`config.mk`:
```
export PLATFORM = sky130hd
export DESIGN_NAME = cmd_sequencer
export DESIGN_NICKNAME = d
export VERILOG_FILES = /design/src/rtl/cmd_seq_pkg.sv /design/src/rtl/cmd_seq_mem.sv /design/src/rtl/cmd_sequencer.sv
export SDC_FILE = /design/constraint.sdc
export NUM_CORES = 2
export LEC_CHECK = 0
export ABC_AREA = 0
export CORE_MARGIN = 5
export CORE_UTILIZATION = 66
export CTS_CLUSTER_SIZE = 28
export DETAILED_ROUTE_END_ITERATION = 8
export GPL_TIMING_DRIVEN = 1
export PLACE_DENSITY = 0.87
export SETUP_SLACK_MARGIN = 0.4
export SLEW_MARGIN = 20
export SYNTH_ARGS = -nofsm -noshare
export SYNTH_HDL_FRONTEND = slang
export SYNTH_SLANG_ARGS = --single-unit
```
`constraint.sdc`:
```
create_clock -name clock -period 12.38 [get_ports clock]
set_input_delay 2.476 -clock clock [delete_from_list [all_inputs] [get_ports clock]]
set_output_delay 2.476 -clock clock [all_outputs]
set_load 0.01 [all_outputs]
```
`src/rtl/cmd_seq_pkg.sv`:
```
// Shared types for the command sequencer: command record, opcodes, FSM states.
// Optional build macro: CMD_SEQ_STOP_ON_ERR_EN (see cmd_sequencer).
package cmd_seq_pkg;

    localparam int CMD_W = 193;

    typedef enum logic [31:0] {
        OP_NOP    = 32'd0,
        OP_WR_REG = 32'd1,
        OP_RD_REG = 32'd2,
        OP_WR_MEM = 32'd3,
        OP_RD_MEM = 32'd4
    } op_e;

    typedef enum logic [1:0] {
        IDLE,
        RUN,
        DONE
    } state_e;

    typedef struct packed {
        logic [31:0] opcode;
        logic [31:0] id;
        logic [31:0] mask;
        logic [31:0] data;
        logic [31:0] addr;
        logic [31:0] expd;
        logic        check;
    } cmd_t;

    function automatic logic is_read(input logic [31:0] op);
        return (op == OP_RD_REG) || (op == OP_RD_MEM);
    endfunction

endpackage

```
`src/rtl/cmd_seq_mem.sv`:
```
// Program store: DEPTH x W registers, one synchronous write port,
// one asynchronous read port.
module cmd_seq_mem #(
    parameter int DEPTH = 16,
    parameter int W     = 193
) (
    input  logic                     clk_i,
    input  logic                     we_i,
    input  logic [$clog2(DEPTH)-1:0] waddr_i,
    input  logic [W-1:0]             wdata_i,
    input  logic [$clog2(DEPTH)-1:0] raddr_i,
    output logic [W-1:0]             rdata_o
);

    logic [W-1:0] mem_q [DEPTH];

    always_ff @(posedge clk_i) begin
        if (we_i) begin
            mem_q[waddr_i] <= wdata_i;
        end
    end

    assign rdata_o = mem_q[raddr_i];

endmodule

```
`src/rtl/cmd_sequencer.sv`:
```
// Replays a loaded command program onto the harness ports and counts read mismatches.
// Build macro CMD_SEQ_STOP_ON_ERR_EN ends the run on the first mismatch.
module cmd_sequencer
    import cmd_seq_pkg::*;
#(
    parameter int DEPTH = 16,
    parameter int HOLD  = 1
) (
    input  logic                       clock,
    input  logic                       reset,
    input  logic                       ld_valid,
    output logic                       ld_ready,
    input  logic [CMD_W-1:0]           ld_cmd,
    input  logic                       start,
    input  logic                       clear,
    output logic                       busy,
    output logic                       done,
    output logic                       fail,
    output logic [15:0]                err_count,
    output logic [$clog2(DEPTH+1)-1:0] cmd_count,
    output logic [31:0]                tb_opcode,
    output logic [31:0]                tb_id,
    output logic [31:0]                tb_mask,
    output logic [31:0]                tb_in,
    output logic [31:0]                tb_addr,
    input  logic [31:0]                tb_out
);

    localparam int AW = $clog2(DEPTH);
    localparam int CW = $clog2(DEPTH+1);
    localparam int HW = $clog2(HOLD+1);
    localparam logic [HW-1:0] HOLD_LAST = HW'(HOLD-1);

`ifdef CMD_SEQ_STOP_ON_ERR_EN
    localparam bit STOP_ON_ERR = 1'b1;
`else
    localparam bit STOP_ON_ERR = 1'b0;
`endif

    state_e          state_q;
    logic [CW-1:0]   cnt_q;
    logic [AW-1:0]   idx_q;
    logic [HW-1:0]   hold_q;
    logic [15:0]     err_q;
    cmd_t            cur_q;

    logic            ld_fire;
    logic [CW-1:0]   cnt_d;
    logic            step;
    logic            last;
    logic            mism;
    logic [AW-1:0]   rd_addr;
    logic [CMD_W-1:0] rd_raw;
    cmd_t            nxt_cmd;

    assign ld_ready = (state_q == IDLE) && (cnt_q < CW'(DEPTH));
    assign ld_fire  = ld_valid && ld_ready;
    assign cnt_d    = cnt_q + CW'(ld_fire);

    assign step = (state_q == RUN) && (hold_q == HOLD_LAST);
    assign last = (CW'(idx_q) == cnt_q - CW'(1));
    assign mism = cur_q.check && is_read(cur_q.opcode)
               && (tb_out != cur_q.expd);

    // Read address is the entry to be shown next cycle; a same-edge
    // load into slot 0 is forwarded so start+load replays it at once.
    assign rd_addr = (state_q == RUN) ? idx_q + AW'(1) : '0;
    assign nxt_cmd = (ld_fire && cnt_q == '0) ? cmd_t'(ld_cmd)
                                              : cmd_t'(rd_raw);

    cmd_seq_mem #(
        .DEPTH (DEPTH),
        .W     (CMD_W)
    ) u_mem (
        .clk_i   (clock),
        .we_i    (ld_fire),
        .waddr_i (cnt_q[AW-1:0]),
        .wdata_i (ld_cmd),
        .raddr_i (rd_addr),
        .rdata_o (rd_raw)
    );

    always_ff @(posedge clock) begin
        if (reset) begin
            state_q <= IDLE;
            cnt_q   <= '0;
            idx_q   <= '0;
            hold_q  <= '0;
            err_q   <= '0;
            cur_q   <= '0;
        end else begin
            if (ld_fire) begin
                cnt_q <= cnt_d;
            end
            unique case (state_q)
                IDLE: begin
                    if (start) begin
                        idx_q  <= '0;
                        hold_q <= '0;
                        err_q  <= '0;
                        if (cnt_d != '0) begin
                            state_q <= RUN;
                            cur_q   <= nxt_cmd;
                        end else begin
                            state_q <= DONE;
                        end
                    end
                end
                RUN: begin
                    if (step) begin
                        if (mism && err_q != 16'hFFFF) begin
                            err_q <= err_q + 16'd1;
                        end
                        if (last || (STOP_ON_ERR && mism)) begin
                            state_q <= DONE;
                            cur_q   <= '0;
                        end else begin
                            idx_q  <= idx_q + AW'(1);
                            hold_q <= '0;
                            cur_q  <= nxt_cmd;
                        end
                    end else begin
                        hold_q <= hold_q + HW'(1);
                    end
                end
                DONE: begin
                    if (clear) begin
                        state_q <= IDLE;
                        cnt_q   <= '0;
                    end else if (start) begin
                        idx_q  <= '0;
                        hold_q <= '0;
                        err_q  <= '0;
                        if (cnt_q != '0) begin
                            state_q <= RUN;
                            cur_q   <= nxt_cmd;
                        end
                    end
                end
                default: state_q <= IDLE;
            endcase
        end
    end

    assign busy      = (state_q == RUN);
    assign done      = (state_q == DONE);
    assign fail      = (err_q != 16'd0);
    assign err_count = err_q;
    assign cmd_count = cnt_q;
    assign tb_opcode = cur_q.opcode;
    assign tb_id     = cur_q.id;
    assign tb_mask   = cur_q.mask;
    assign tb_in     = cur_q.data;
    assign tb_addr   = cur_q.addr;

endmodule

```
==> flow_metrics.env <==
export IMPL_min_period_ps=6802
export IMPL_cap_violations=0
export IMPL_finalClockSkew_ps=67.76
export IMPL_path_max_fanout=46
export IMPL_cts_repair_resized=0
export IMPL_ir_worst_vdd_v=0.0001728
export IMPL_final_max_slew_viol_count=89
export IMPL_cts_setup_buffers=0
export IMPL_critPathCapture="tb_mask[1]"
export IMPL_power_density_nw_per_um2=181.3
export IMPL_cts_buffers=332
export IMPL_clock_sinks=3309
export IMPL_rrSetupSlack_ps=6450
export IMPL_drt_iter0_drc=15231
export IMPL_die_area_um2=212200
export IMPL_dp_final_hpwl_um=180500
export IMPL_synth_main_ff_cell="edfxtp_1"
export IMPL_fillCellCount=11007
export IMPL_required_ps=13110
export IMPL_num_rows=165
export IMPL_final_cell_count_no_fill=12237
export IMPL_share_comb_of_total_power_pct=15.5
export IMPL_drc=4
export IMPL_io_pins=415
export IMPL_ys_warn_count=0
export IMPL_via_per_inst=7.240
export IMPL_dp_cells=11591
export IMPL_crit_arrival_ps=7530
export IMPL_grt_usage_pct=35.08
export IMPL_overflow=0
export IMPL_r2r_start="idx_q[0]"
export IMPL_firstDrtPassIters=9
export IMPL_slowest_delay_ps=920
export IMPL_area_growth_pct=11.47
export IMPL_fin_area_um2=149400
export IMPL_cts_root_buffer="clkbuf_16"
export IMPL_tightestPinTransition_ps=1623
export IMPL_cts_tree="built"
export IMPL_rsz0062_at_grt="no"
export IMPL_status="finished with violations"
export IMPL_worst_hold_path_type="flop to flop"
export IMPL_async_flop_share_pct=0
export IMPL_vias=88595
export IMPL_yosysSeqAreaShare_pct=72.47
export IMPL_postRouteAntennaNets=0
export IMPL_cpMaxStageDelayCell="nand2b_4"
export IMPL_failed_checks="DRC, slew limit"
export IMPL_p_seq_share_pct=47.7
export IMPL_crit_chain="clkdlybuf4s50_1 -> and2_1 -> ha_1 -> ha_1 -> and3b_1 -> o21bai_2 -> a2111oi_2 -> a211o_4 -> nand2b_4 -> buf_4 -> buf_4 -> a221oi_2"
export IMPL_avgRoutedWirePerCell_um=31.12
export IMPL_p_sw_share_pct=26.92
export IMPL_clockPowerShare_pct=36.8
export IMPL_synth_edf_count=3088
export IMPL_antenna_found_initial=56
export IMPL_grt_pass1_vias=87933
export IMPL_initial_core_util_pct=66.33
export IMPL_start_kind="input pin"
export IMPL_slew_headroom_pct=-8.216
export IMPL_leakagePower_nw=48.06
export IMPL_place_congestion=0.8264
export IMPL_htreeDepth=5
export IMPL_cts_clk_slew_worst_paths_ps=60
export IMPL_reg2regPathDepth=9
export IMPL_syn_num_nets=9488
export IMPL_yosys_area_top_type_share_pct=69.17
export IMPL_power_internal_mw=19.79
export IMPL_synth_cells=9248
export IMPL_finalHoldViolations=0
export IMPL_crit_path_end_kind="flop"
export IMPL_ys_types=64
export IMPL_worstSetupStartpoint="ld_valid"
export IMPL_grt_pass1_wl_um=556600
export IMPL_die_h_um=460.7
export IMPL_fin_setup_tns_ps=0
export IMPL_period_share_pct=54.94
export IMPL_placed_area_um2=138600
export IMPL_synth_top_area_cell="edfxtp_1"
export IMPL_timing_fmax_mhz=147.0
export IMPL_cts_max_path_buffers=4
export IMPL_syn_area_per_cell_um2=14.50
export IMPL_port_buffers=414
export IMPL_r2r_end="tb_addr[20]"
export IMPL_setup_viol=0
export IMPL_wirelength_um=380800
export IMPL_p_switching_mw=7.292
export IMPL_grt_max_degree=217
export IMPL_path_class="input pin to flop"
export IMPL_ctsHoldBuffers=0
export IMPL_finalNetCount=9494
export IMPL_clk_latency_ps=940
export IMPL_chipWidth_um=460.7
export IMPL_synth_seq_cells=3309
export IMPL_core_um2=202100
export IMPL_syn_area_um2=134100
export IMPL_synth_area_leaders="edfxtp_1 (69%), a21oi_1 (4.3%), nand2_1 (3.9%)"
export IMPL_final_layout_size_suffix_gt1_share_pct=12.52
[sequential cells by signal (all words and copies together), names as in the netlist]
signal,flops
idx_q,4
tb_addr,32
err_count,16
tb_mask,32
u_mem.mem_q,3088
hold_q,1
state_q,2
tb_id,32
cur_q,33
tb_in,32
tb_opcode,32
cmd_count,5
[logic make-up (layout without fill, tap and decap cells)]
group,after synthesis,count (layout),share of synthesized area (%)
adder cells (fa/ha/maj),10,10,0.09333
AND/OR/NAND/NOR,1879,1879,5.822
other,0,57,0
flip-flops,3309,3309,72.47
XOR/XNOR,44,44,0.2875
multiplexers,777,777,6.161
AO/OA/AOI/OAI,2359,2359,11.91
buffers and inverters,870,1130,3.263
[final cells by class]
| class | count | area [um^2] | share of cell area, % |
|---|---|---|---|
| diodes | 57 | 142.6 | 0.09545 |
| clock buffers | 457 | 9338 | 6.249 |
| clock inverters | 131 | 1325 | 0.8867 |
| inverters | 12 | 55.05 | 0.03684 |
| multi-input cells | 5069 | 32640 | 21.84 |
| flip-flops and latches | 3309 | 97160 | 65.02 |
| well taps | 2672 | 3343 | 2.237 |
| repair buffers | 530 | 5439 | 3.640 |
[critical path, delay by kind of cell]
kind / cells / cell delay [ps]
simple gates: 3 / 1420
compound gates: 4 / 1180
fa+ha+maj: 2 / 500
buf+inv: 3 / 1840
[through the flow]
| stage | worst slack [ps] | hold WS [ps] | power, mW | utilization [%] |
|---|---|---|---|---|
| after floorplan | 4380 | 460.1 | 15.86 | - |
| after global placement | 4897 | 478.4 | 16.98 | 68.56 |
| after detailed placement | 4840 | 489.3 | 17.16 | 68.58 |
| after CTS | 5788 | 501.0 | 26.96 | 73.85 |
| after global routing | 5584 | 524.3 | 27.78 | 73.91 |
| final | 5578 | 498.8 | 27.09 | 73.94 |
[routing by layer]
layer / vias up / wire length, um / GRT usage [%]
met4: 12 / 21830 / 20.70
met1: 43009 / 125300 / 44.73
met2: 8541 / 181400 / 55.98
li1: 35588 / - / -
met5: - / 70 / 0
met3: 1445 / 52130 / 7.788
[power groups by stage]
stage | logic, mW | registers (mW) | clock network [mW]
3_5_place_dp | 4.03 | 13.1 | 0
4_1_cts | 4.10 | 12.9 | 9.95
6_report | 4.21 | 12.9 | 9.96
5_1_grt | 4.40 | 12.9 | 10.5
2_1_floorplan | 2.85 | 13.0 | 0
3_3_place_gp | 3.87 | 13.1 | 0
[Yosys cell counts, types with 5 or more instances]
cell       number
nor4_1         17
xor2_1         40
nand4_1         7
o311ai_0       39
a221oi_1       22
o311ai_1      153
buf_1          56
a2111o_1       12
o21ai_0       385
nand3_1       402
nor2b_1         5
a21oi_1      1158
inv_1          10
o2111ai_1      14
nand2_1      1382
and2_1         17
nor2_1         15
ha_1           10
mux2_2        385
a22oi_1       192
buf_4         174
edfxtp_1     3088
dfxtp_1       221
buf_6          20
buf_2         241
clkbuf_1      366
and3_1          5
mux2i_1       392
a221oi_2      170
a221o_1       192
[cell usage in the layout, fill, tap and decap left out, drive strengths merged, types with 5 or more instances in the layout]
master and n:
edfxtp 3088, nand2 1383, a21oi 1158, clkbuf 457
clkdlybuf4s50 413, nand3 402, mux2i 392, o21ai 387
mux2 385, dfxtp 221, a221o 192, a22oi 192
a221oi 192, o311ai 192, buf 117, clkinv 92
diode 57, xor2 40, bufinv 26, nor4 17
and2 17, inv 17, nor2 16, o2111ai 14
a2111o 12, ha 10, clkinvlp 8, nand4 7
nor2b 5, and3 5, nor3 5
[worst min-delay path by stage]
stage	start	to	slack, ps	depth (start not counted)
after floorplan	tb_opcode[30]	tb_opcode[30]	460	2
after global placement	tb_addr[7]	tb_addr[7]	480	2
after detailed placement	tb_addr[13]	tb_addr[13]	490	2
after CTS	tb_addr[25]	tb_addr[25]	500	2
after global routing	tb_mask[16]	tb_mask[16]	520	2
final	tb_mask[5]	tb_mask[5]	500	2
No activity file was read; power rests on OpenSTA's default activity.
